==> config.mk <==
export PLATFORM = sky130hd
export DESIGN_NAME = channel_demux_buffered
export DESIGN_NICKNAME = d
export VERILOG_FILES = /design/src/rtl/channel_demux_buffered.sv
export SDC_FILE = /design/constraint.sdc
export NUM_CORES = 2
export LEC_CHECK = 0
export CORE_MARGIN = 4
export CORE_UTILIZATION = 65
export CTS_CLUSTER_SIZE = 25
export DETAILED_ROUTE_END_ITERATION = 10
export PLACE_DENSITY = 0.83
export REMOVE_ABC_BUFFERS = 1
export SYNTH_ARGS = -nofsm -noshare
export SYNTH_HDL_FRONTEND = slang
export SYNTH_SLANG_ARGS = --single-unit
==> constraint.sdc <==
create_clock -name clk -period 5.25 [get_ports clk]
set_input_delay 1.05 -clock clk [delete_from_list [all_inputs] [get_ports clk]]
set_output_delay 1.05 -clock clk [all_outputs]
set_load 0.01 [all_outputs]
==> src/rtl/channel_demux_buffered.sv <==
// ---------------------------------------------------------------------------
// channel_demux_buffered
//
// Purpose:
//   Splits one GLIP FIFO input stream into CHANN output streams. Routing is
//   controlled in-band by an escape protocol:
//     CTRL_WORD, SEL(n)        -> route subsequent data to channel n
//     CTRL_WORD, CTRL_WORD     -> literal CTRL_WORD written as data
//   Each channel has its own first-word-fall-through buffer, so one slow
//   consumer only stalls literal data aimed at its channel. Protocol words
//   are always accepted. A select word naming a channel >= CHANN is trapped
//   (sticky err_bad_channel) and the stream is discarded until the next
//   valid CTRL_WORD + select pair.
//
// Handshake semantics (input and every output channel):
//   A word moves when valid and ready are both high on a rising clock edge.
//   valid must not depend on ready. fifo_in_ready is combinational on
//   fifo_in_data and the registered full flag of the active channel.
//
// Ports:
//   clk              clock, rising edge
//   com_rst          asynchronous active-high reset
//   fifo_in_valid    input word valid
//   fifo_in_ready    input word accepted when valid & ready
//   fifo_in_data     input word [WIDTH]
//   out_valid        per-channel buffer not empty [CHANN]
//   out_ready        per-channel pop [CHANN]
//   out_data         per-channel head word, channel i at [i*WIDTH +: WIDTH]
//   active_channel   currently selected channel [8]
//   err_bad_channel  sticky out-of-range select flag
//   err_clear        synchronous clear of err_bad_channel (and drop_count)
//   dbg_state        FSM state: 0 IDLE, 1 SELECT, 2 WRITE, 3 ESCAPE, 4 DISCARD
//   drop_count       saturating count of dropped words [16]
//                    (present only with CHANNEL_DEMUX_DROP_COUNT_EN)
//
// Optional feature macro: CHANNEL_DEMUX_DROP_COUNT_EN
// ---------------------------------------------------------------------------
module channel_demux_buffered #(
    parameter int          WIDTH      = 16,
    parameter int          CHANN      = 8,
    parameter int          FIFO_DEPTH = 16,
    parameter logic [15:0] CTRL_WORD  = 16'hc001,
    parameter logic [7:0]  SEL_PREFIX = 8'hab
) (
    input  logic                   clk,
    input  logic                   com_rst,
    input  logic                   fifo_in_valid,
    output logic                   fifo_in_ready,
    input  logic [WIDTH-1:0]       fifo_in_data,
    output logic [CHANN-1:0]       out_valid,
    input  logic [CHANN-1:0]       out_ready,
    output logic [CHANN*WIDTH-1:0] out_data,
    output logic [7:0]             active_channel,
    output logic                   err_bad_channel,
    input  logic                   err_clear,
    output logic [2:0]             dbg_state
`ifdef CHANNEL_DEMUX_DROP_COUNT_EN
    ,
    output logic [15:0]            drop_count
`endif
);

    localparam int AW   = $clog2(FIFO_DEPTH);
    localparam int CH_W = (CHANN > 1) ? $clog2(CHANN) : 1;

    localparam logic [WIDTH-1:0] CTRL_W = WIDTH'(CTRL_WORD);
    localparam logic [WIDTH-9:0] SEL_W  = (WIDTH-8)'(SEL_PREFIX);

    typedef enum logic [2:0] {
        ST_IDLE    = 3'd0,
        ST_SELECT  = 3'd1,
        ST_WRITE   = 3'd2,
        ST_ESCAPE  = 3'd3,
        ST_DISCARD = 3'd4
    } state_t;

    // -----------------------------------------------------------------------
    // Registers
    // -----------------------------------------------------------------------
    state_t     state_q, state_d;
    logic [7:0] active_q, active_d;
    logic       err_q, err_d;

    // -----------------------------------------------------------------------
    // Input word decode
    // -----------------------------------------------------------------------
    logic       is_ctrl;
    logic       is_sel;
    logic [7:0] sel_num;
    logic       sel_ok;

    assign is_ctrl = (fifo_in_data == CTRL_W);
    assign is_sel  = (fifo_in_data[WIDTH-1:8] == SEL_W);
    assign sel_num = fifo_in_data[7:0];
    assign sel_ok  = (32'(sel_num) < CHANN);

    // -----------------------------------------------------------------------
    // Channel buffer status
    // -----------------------------------------------------------------------
    logic [CHANN-1:0] full_vec;
    logic [CHANN-1:0] empty_vec;
    logic [CH_W-1:0]  wr_ch;
    logic             full_cur;

    assign wr_ch    = active_q[CH_W-1:0];
    assign full_cur = full_vec[wr_ch];

    // -----------------------------------------------------------------------
    // Ready, transfer and next-state decode
    // -----------------------------------------------------------------------
    logic xfer;
    logic wr_en;
    logic bad_sel;
    logic drop_ev;

    // Only literal data needs buffer space; protocol words always pass so a
    // full channel can never block a re-targeting sequence.
    always_comb begin
        fifo_in_ready = 1'b1;
        case (state_q)
            ST_WRITE:  fifo_in_ready = is_ctrl  | ~full_cur;
            ST_ESCAPE: fifo_in_ready = ~is_ctrl | ~full_cur;
            default:   fifo_in_ready = 1'b1;
        endcase
    end

    assign xfer = fifo_in_valid & fifo_in_ready;

    always_comb begin
        state_d  = state_q;
        active_d = active_q;
        wr_en    = 1'b0;
        bad_sel  = 1'b0;
        drop_ev  = 1'b0;
        if (xfer) begin
            case (state_q)
                ST_IDLE: begin
                    if (is_ctrl) state_d = ST_SELECT;
                    else         drop_ev = 1'b1;
                end
                ST_SELECT: begin
                    if (is_ctrl) begin
                        state_d = ST_SELECT;
                    end else if (is_sel) begin
                        if (sel_ok) begin
                            active_d = sel_num;
                            state_d  = ST_WRITE;
                        end else begin
                            bad_sel = 1'b1;
                            state_d = ST_DISCARD;
                        end
                    end else begin
                        drop_ev = 1'b1;
                        state_d = ST_IDLE;
                    end
                end
                ST_WRITE: begin
                    if (is_ctrl) state_d = ST_ESCAPE;
                    else         wr_en   = 1'b1;
                end
                ST_ESCAPE: begin
                    if (is_ctrl) begin
                        // Doubled escape: the second CTRL_WORD is payload.
                        wr_en   = 1'b1;
                        state_d = ST_WRITE;
                    end else if (is_sel) begin
                        if (sel_ok) begin
                            active_d = sel_num;
                            state_d  = ST_WRITE;
                        end else begin
                            bad_sel = 1'b1;
                            state_d = ST_DISCARD;
                        end
                    end else begin
                        drop_ev = 1'b1;
                        state_d = ST_IDLE;
                    end
                end
                ST_DISCARD: begin
                    if (is_ctrl) state_d = ST_SELECT;
                    else         drop_ev = 1'b1;
                end
                default: state_d = ST_IDLE;
            endcase
        end
    end

    // A bad select arriving with err_clear keeps the flag set.
    assign err_d = (err_q & ~err_clear) | bad_sel;

    // -----------------------------------------------------------------------
    // FSM register block
    // -----------------------------------------------------------------------
    always_ff @(posedge clk or posedge com_rst) begin
        if (com_rst) begin
            state_q  <= ST_IDLE;
            active_q <= 8'd0;
            err_q    <= 1'b0;
        end else begin
            state_q  <= state_d;
            active_q <= active_d;
            err_q    <= err_d;
        end
    end

    assign active_channel  = active_q;
    assign err_bad_channel = err_q;
    assign dbg_state       = state_q;

    // -----------------------------------------------------------------------
    // Optional drop counter
    // -----------------------------------------------------------------------
`ifdef CHANNEL_DEMUX_DROP_COUNT_EN
    logic [15:0] drop_q, drop_d;

    // Like the error flag, an event coinciding with err_clear survives it.
    always_comb begin
        drop_d = drop_q;
        if (err_clear) begin
            drop_d = drop_ev ? 16'd1 : 16'd0;
        end else if (drop_ev && (drop_q != 16'hffff)) begin
            drop_d = drop_q + 16'd1;
        end
    end

    always_ff @(posedge clk or posedge com_rst) begin
        if (com_rst) drop_q <= 16'd0;
        else         drop_q <= drop_d;
    end

    assign drop_count = drop_q;
`else
    logic unused_drop_ev;
    assign unused_drop_ev = drop_ev;
`endif

    // -----------------------------------------------------------------------
    // Per-channel FWFT buffers
    // -----------------------------------------------------------------------
    for (genvar i = 0; i < CHANN; i++) begin : g_chan
        logic [WIDTH-1:0] mem [FIFO_DEPTH];
        logic [AW:0]      wr_ptr_q;
        logic [AW:0]      rd_ptr_q;
        logic             we;
        logic             pop;

        // Pointers carry one extra wrap bit: equal low bits with differing
        // MSBs means full, identical pointers means empty.
        assign full_vec[i]  = (wr_ptr_q[AW] != rd_ptr_q[AW]) &&
                              (wr_ptr_q[AW-1:0] == rd_ptr_q[AW-1:0]);
        assign empty_vec[i] = (wr_ptr_q == rd_ptr_q);

        // Full is taken from registers only, so a pop in the same cycle
        // does not free space for a write until the next cycle.
        assign we  = wr_en && (32'(wr_ch) == i) && !full_vec[i];
        assign pop = out_ready[i] && !empty_vec[i];

        always_ff @(posedge clk) begin
            if (we) mem[wr_ptr_q[AW-1:0]] <= fifo_in_data;
        end

        always_ff @(posedge clk or posedge com_rst) begin
            if (com_rst) begin
                wr_ptr_q <= '0;
                rd_ptr_q <= '0;
            end else begin
                if (we)  wr_ptr_q <= wr_ptr_q + 1'b1;
                if (pop) rd_ptr_q <= rd_ptr_q + 1'b1;
            end
        end

        assign out_valid[i]                = !empty_vec[i];
        assign out_data[i*WIDTH +: WIDTH]  = mem[rd_ptr_q[AW-1:0]];
    end

endmodule
* Word level (Yosys, flattened, before mapping)
Memories as Yosys holds them, arrays and structs flattened.
Cells that the tools add are included.
W data, S select, Z words.
** Storage, ports and cells
- Bits in registers :: 92
- Bits in latches :: 0
- Bits in writable memories :: 2048
- ROM bits :: 0
- Output and inout port bits :: 149
- Memories :: 8
** Memory list
- g_chan[0].mem :: depth 16, bits a word 16, rd ports 1, clocked after Yosys merged registers in 0, wr ports 1, line 241 : logic [WIDTH-1:0] mem [FIFO_DEPTH];
- g_chan[1].mem :: depth 16, bits a word 16, rd ports 1, clocked after Yosys merged registers in 0, wr ports 1, line 241
- g_chan[2].mem :: depth 16, bits a word 16, rd ports 1, clocked after Yosys merged registers in 0, wr ports 1, line 241
- g_chan[3].mem :: depth 16, bits a word 16, rd ports 1, clocked after Yosys merged registers in 0, wr ports 1, line 241
- g_chan[4].mem :: depth 16, bits a word 16, rd ports 1, clocked after Yosys merged registers in 0, wr ports 1, line 241
- g_chan[5].mem :: depth 16, bits a word 16, rd ports 1, clocked after Yosys merged registers in 0, wr ports 1, line 241
- +2 memories
** Cells by class
- Add/subtract/negate cells :: 16
- Multipliers :: 0
- Divide/modulo/power cells :: 0
- Magnitude comparators :: 2
- Eq/ne operators :: 39
- Shift operators :: 0
- Mux-type cells :: 35
- Bitwise gates (word level) :: 8
- Reductions and logical operators :: 54
** Operator list (number)
- $add A5 B1 Y5 const B :: 16
- $eq A5 B5 Y1 :: 8
- $eq A4 B4 Y1 :: 8
- $logic_and A1 B1 Y1 :: 32
- $mux W1 :: 25
- $mux W3 :: 6
- $eq A16 B16 Y1 const B :: 1
- $logic_not A1 Y1 :: 16
- $eq A3 B3 Y1 const B :: 5
- $eq A3 B2 Y1 const B :: 4
- $pmux W3 S4 :: 1
- $eq A8 B8 Y1 const B :: 1
- $lt A8 B4 Y1 const B :: 1
- $ne A1 B1 Y1 :: 8
- $eq A3 B1 Y1 const B :: 2
- $logic_not A3 Y1 :: 2
- $reduce_and A5 Y1 :: 1
- $lt A3 B4 Y1 const B :: 1
- $pmux W1 S2 :: 2
- $reduce_or A2 Y1 :: 2
- $bmux W1 S3 :: 1
- $not A1 Y1 :: 3
- $or A1 B1 Y1 :: 3
- $reduce_and A3 Y1 :: 1
- other kinds (3) :: 4

* Depth between registers and ports, before layout
- Word-level depth :: 13
- Depth in mapped cells :: 8

* Worst setup path before layout
Ideal clock, no wire load.
- Path kind :: input -> register
- Start point :: input port fifo_in_data[11]
- End point :: memory g_chan[2].mem[7][0] (enable)
- Library setup time :: 0.413 ns
- Data arrival time :: 3.727 ns
- Setup slack :: 1.110 ns
- Stages on the path :: 8
- Path buffers :: 2
- Path through :: nor4b_1 -> nand3_1 -> o21a_1 -> buf_6 -> nor4_4 -> buf_4 -> nand2_2 -> nor3b_1
** Between the ends
- Word-level cells in the longest chain between the ends :: 10
** Ends and longest elaborated chain
- start: declaration :: line 49 : input logic [WIDTH-1:0] fifo_in_data,
- $eq A16 B16 Y1 (*) :: line 92 : assign is_ctrl = (fifo_in_data == CTRL_W);
- $not A1 Y1 (no line)
- $or A1 B1 Y1 :: line 122 : ST_ESCAPE: fifo_in_ready = ~is_ctrl | ~full_cur;
- $pmux W1 S2 :: line 120 : case (state_q)
- $and A1 B1 Y1 :: line 127 : assign xfer = fifo_in_valid & fifo_in_ready;
- $mux W1 (*) :: line 135 : if (xfer) begin
- $logic_and A1 B1 Y1 (*) (2 in series) :: line 255 : assign we = wr_en && (32'(wr_ch) == i) && !full_vec[i];
- $mux W1 (*) :: line 259 : if (we) mem[wr_ptr_q[AW-1:0]] <= fifo_in_data;
- $mux W1 (not written as such) (*) :: line 259
- end: declaration :: line 241
Every way passes the cells marked *; elsewhere a longest branch is shown, timed or not.

* Final worst setup path
- Start point :: register g_chan[5].rd_ptr_q[1]
- End point :: output port fifo_in_ready
** Between the ends
- Word-level cells in the longest chain between the ends :: 7
** Ends and longest elaborated chain
- start: declaration :: line 243 : logic [AW:0] rd_ptr_q;
- start signal: assignment :: line 268 : if (pop) rd_ptr_q <= rd_ptr_q + 1'b1;
- $eq A4 B4 Y1 (*) :: line 250 : (wr_ptr_q[AW-1:0] == rd_ptr_q[AW-1:0]);
- $logic_and A1 B1 Y1 (*) :: line 249 : assign full_vec[i] = (wr_ptr_q[AW] != rd_ptr_q[AW]) &&
- $bmux W1 S3 (*) :: line 106 : assign full_cur = full_vec[wr_ch];
- $mux W1 (not written as such) (*) :: line 106
- $not A1 Y1 (*) :: line 121, 122
- $or A1 B1 Y1 (on tied branches) :: line 122, 121
- $pmux W1 S2 (*) :: line 120
- end: declaration :: line 48 : output logic fifo_in_ready,
Every way passes the cells marked *; elsewhere a longest branch is shown, timed or not. The select of a mux whose other input is x is not followed.

==> results by stage <==
Power:
- The sum of internal, switching and leakage power is between 40 and 50 mW.
- The sequential fraction of design power is 0.413.
- Of the total power, the share spent switching nets is 0.2831.
- The combinational group share of total power is 0.279.
- The design internal power is 34.26 mW.
- The leakage power of the design is around 30 nW.
- Of the total power, the clock network draws 0.308.
- For this design the ratio of total power to cell area is roughly 510 mW/mm^2.
- The maximum VDD drop is 0.4275 mV.
- The reported net switching power is 13.53 mW.

Timing:
- The worst slew margin relative to its limit is 0.1208.
- The worst hold slack is 492.1 ps.
- The maximum clock skew at final layout is 25.03 ps.
- Dividing the final minimum period by the clock period gives 0.9712.
- The highest clock rate is 196.1 MHz.
- The hold violation count in the final report is 0.
- Counting I/O delays and the setup requirement, the final critical path takes 5099 ps.
- The max-slew violation count was 0.
- Setup violations remaining at the end of the flow were counted as 0.
- Setup repair after global routing left no endpoint under its margin.
- The setup total negative slack is 0 ps.
- The pin slew with the least headroom to its limit is 1319 ps.

Synth:
- In this run, synthesis produced a sequential element count of 2140.
- The cell area that synthesis handed to floorplanning was 0.08245 mm^2.
- Synthesis produced between 3000 and 4000 cells.
- In the synthesized netlist the dominant register cell turns out to be edfxtp_1.
- The total of warnings raised by yosys is 0.
- Dividing the synthesized area by the synthesized cell count gives 23.82 um^2.
- The share of the Yosys chip area taken by registers is 0.7738.
- The share of flip-flops with an asynchronous set or reset after synthesis is 0.04299.
- The number of flops mapped to enable cells by yosys is 2048.
- The number of library cell types mapped by synthesis is 44.

Worst setup path:
- STA classifies the critical path startpoint as a flip-flop.
- Walking the worst path, the cells encountered are xor2_1 -> nor4_1 -> a21bo_2 -> nand4_1 -> a21oi_1 -> nand3_1 -> clkdlybuf4s50_1.
- The critical path's largest stage delay is 910 ps.
- The worst-path cell with the longest stage delay is dfrtp_2.
- Grouping stages by cell kind, the critical path spends the most delay in flip-flops.
- Along the worst path, the maximum fanout reaches 30.
- The count of buffering cells on the critical path with inverters included is 1.
- The critical path is of the reg2out type.
- At the worst endpoint, the arrival time is 4050 ps.
- The critical path endpoint category is an output pin.
- The required time at the endpoint of the critical path is 4200 ps.

Clock network:
- Clock tree synthesis selected as its root buffer the cell clkbuf_16.
- The clock reaches the later pin of the worst-skew pair after 830 ps.
- In this run, CTS created clock tree buffers numbering 198.
- The clock passes through at most 3 buffers.
- TritonCTS built the clock tree.
- The H-tree was split into 4 levels.
- The tree built by TritonCTS fans out to 2140 sinks.
- After clock tree synthesis, the clock-pin slew on the worst setup and hold paths is 70 ps.

Die:
- The area of the placeable core is about 0.13 mm^2.
- The die height is 364.2 um.
- The overall die area is 0.1326 mm^2.
- From left edge to right edge, the die measures approximately 360 um.
- The initial core utilization is 0.6558.
- In this run the count of I/O pins placed on the die edge is 177.
- The number of cell rows is 130.

Global routing:
- After global routing, the most crowded layer is met2.
- The initial antenna violation count is 16.
- The global-route met2 utilization is 0.5401.
- Entering global routing, the biggest net connects 101 pins.
- After global routing the overflow that remains totals 0.
- The met3 usage is 0.07781.
- For this run, global-route usage on met1 was measured as 0.4619.
- In the global route stage, overall resource usage came out at 0.3334.
- The global-route wire length before repair is 311.3 mm.
- The number of global-route vias before repair is approximately 42000.

Hold path:
- The worst min-delay path class is reg2reg.

Flow run:
- The count of maximum capacitance violations is 0.

Finish:
- Counting the fill cells in the layout gives 5986.
- The cell area after layout is 0.09403 mm^2.
- Of the cells placed in the final design, the portion with a size suffix greater than 1 is 0.3082.
- The layout overhead on the synthesized area is 14.04%.
- In the final design database the tool counted 3935 nets.

Place:
- At the end of routability-driven placement, the weighted congestion stood at 0.8195.
- The placed instance area is between 0.08 and 0.09 mm^2.
- The count of buffers added on input and output ports is 176.
- The wire-length estimate of the detail-placed layout is 111.4 mm.

Run status:
- The run finished with clean final reports.

Route:
- In this run the remaining antenna-violating nets after routing total 0.
- The number of vias in the routed layout is 41050.
- The total wire length after detailed routing is 215.5 mm.
- The number of DRC markers after the initial detailed-route iteration is 7017.
- The number of optimization iterations in the first detailed-route pass is 6.
- In the routed design, unresolved DRC markers number 0.
- The number of vias per cell is 7.207.
- The routed length per placed instance is ~38 um.
-- routing by layer --
| layer | share of wire | routed length (um) |
|---|---|---|
| met1 | 0.34 | 72930 |
| met2 | 0.50 | 107600 |
| met3 | 0.12 | 26290 |
| met4 | 0.040 | 8644 |
| met5 | 0.00032 | 69 |
-- cells in the mapped netlist, types with 8 or more instances --
cell type	n	area share
edfxtp_1	2048	0.75
mux4_2	640	0.17
dfrtp_1	92	0.028
clkbuf_1	88	0.0040
nand2_1	62	0.0028
buf_2	61	0.0037
nor2_1	57	0.0026
xnor2_1	56	0.0059
xor2_1	48	0.0051
ha_1	40	0.0061
nand4_1	33	0.0025
buf_1	29	0.0013
nor3_1	29	0.0018
inv_1	25	0.0011
and3_1	24	0.0018
and2_1	21	0.0016
nand2b_1	16	0.0012
mux2_2	11	0.0015
o21ai_0	11	0.00067
nor2b_1	8	0.00061
nor4_1	8	0.00061
nor4_4	8	0.0021
-- placed cells by master (no fill, tap or decap), types with 21 or more instances in the layout --
cell / netlist / final
clkbuf_1: 88 / 33
edfxtp_1: 2048 / 2048
nand2_1: 62 / 62
xnor2_1: 56 / 56
mux4_2: 640 / 640
clkinv_1: 0 / 41
nor3_2: 0 / 28
bufinv_16: 0 / 21
nand4_1: 33 / 33
buf_4: 4 / 216
and3_1: 24 / 24
clkbuf_16: 0 / 207
clkdlybuf4s50_1: 0 / 160
xor2_1: 48 / 48
and2_1: 21 / 21
ha_1: 40 / 40
nor2_1: 57 / 57
clkinv_2: 0 / 49
dfrtp_1: 92 / 76
inv_1: 25 / 24
-- stage by stage --
stage                     worst slack, ps    util  instances
after global placement             -104.1  0.6952       5316
after detailed placement           -161.7  0.6952       5316
after floorplan                    -133.9       -       3278
final                               151.4  0.7478       5695
after CTS                           105.3  0.7475       5688
after global routing                19.13  0.7477       5691
-- path summary, 6_finish.rpt --
path | slack (ps) | startpoint | depth (start not counted) | to
max in group asynchronous | 3310 | com_rst | 3 | g_chan[4].rd_ptr_q[0]
setup / recovery | 150 | g_chan[5].rd_ptr_q[1] | 7 | fifo_in_ready
hold reg to reg | 490 | active_channel[3] | 1 | active_channel[3]
setup reg to reg | 1640 | g_chan[2].rd_ptr_q[0] | 7 | g_chan[2].mem[5][3]
min in group asynchronous | 840 | com_rst | 2 | g_chan[1].rd_ptr_q[4]
hold / removal | 490 | active_channel[3] | 1 | active_channel[3]
-- power by group through the flow --
stage	combinational (mW)	sequential (mW)	clock, mW
after floorplan	6.86	21.1	0
after global placement	12.6	20.1	0
after detailed placement	12.9	20.1	0
after CTS	13.3	19.8	14.8
after global routing	13.8	19.8	15.6
final	13.3	19.7	14.7
-- final cells by class --
type,instances,area [um^2],share of cell area
well taps,1650,2064,0.02196
clock buffers,245,5373,0.05714
multi-input cells,1113,17950,0.1909
diodes,6,15.01,0.0001597
clock inverters,127,1201,0.01277
flip-flops and latches,2140,63840,0.6790
repair buffers,389,3483,0.03705
inverters,25,96.34,0.001025
-- logic make-up (layout without fill, tap and decap cells) --
logic type,count (synthesis),in the layout,share of synthesized area
buf+inv,208,786,0.01067
simple gates,293,293,0.01997
compound gates,25,25,0.002125
flops,2140,2140,0.7738
fa+ha+maj,40,40,0.006070
mux,651,651,0.1763
xor+xnor,104,104,0.01105
other cells,0,6,0
-- repair_timing --
item,4_1_cts,5_1_grt
resized for setup,1,0
endpoints found under the setup margin,1,1
hold buffers,0,0
buffers inserted,0,1
-- registers in the layout, summed over array words and instances, names as in the netlist --
register	cells
active_channel	8
g_chan.mem	2048
err_bad_channel	1
g_chan.wr_ptr_q	40
g_chan.rd_ptr_q	40
dbg_state	3
Note: power is estimated with default switching activity, not from simulation.
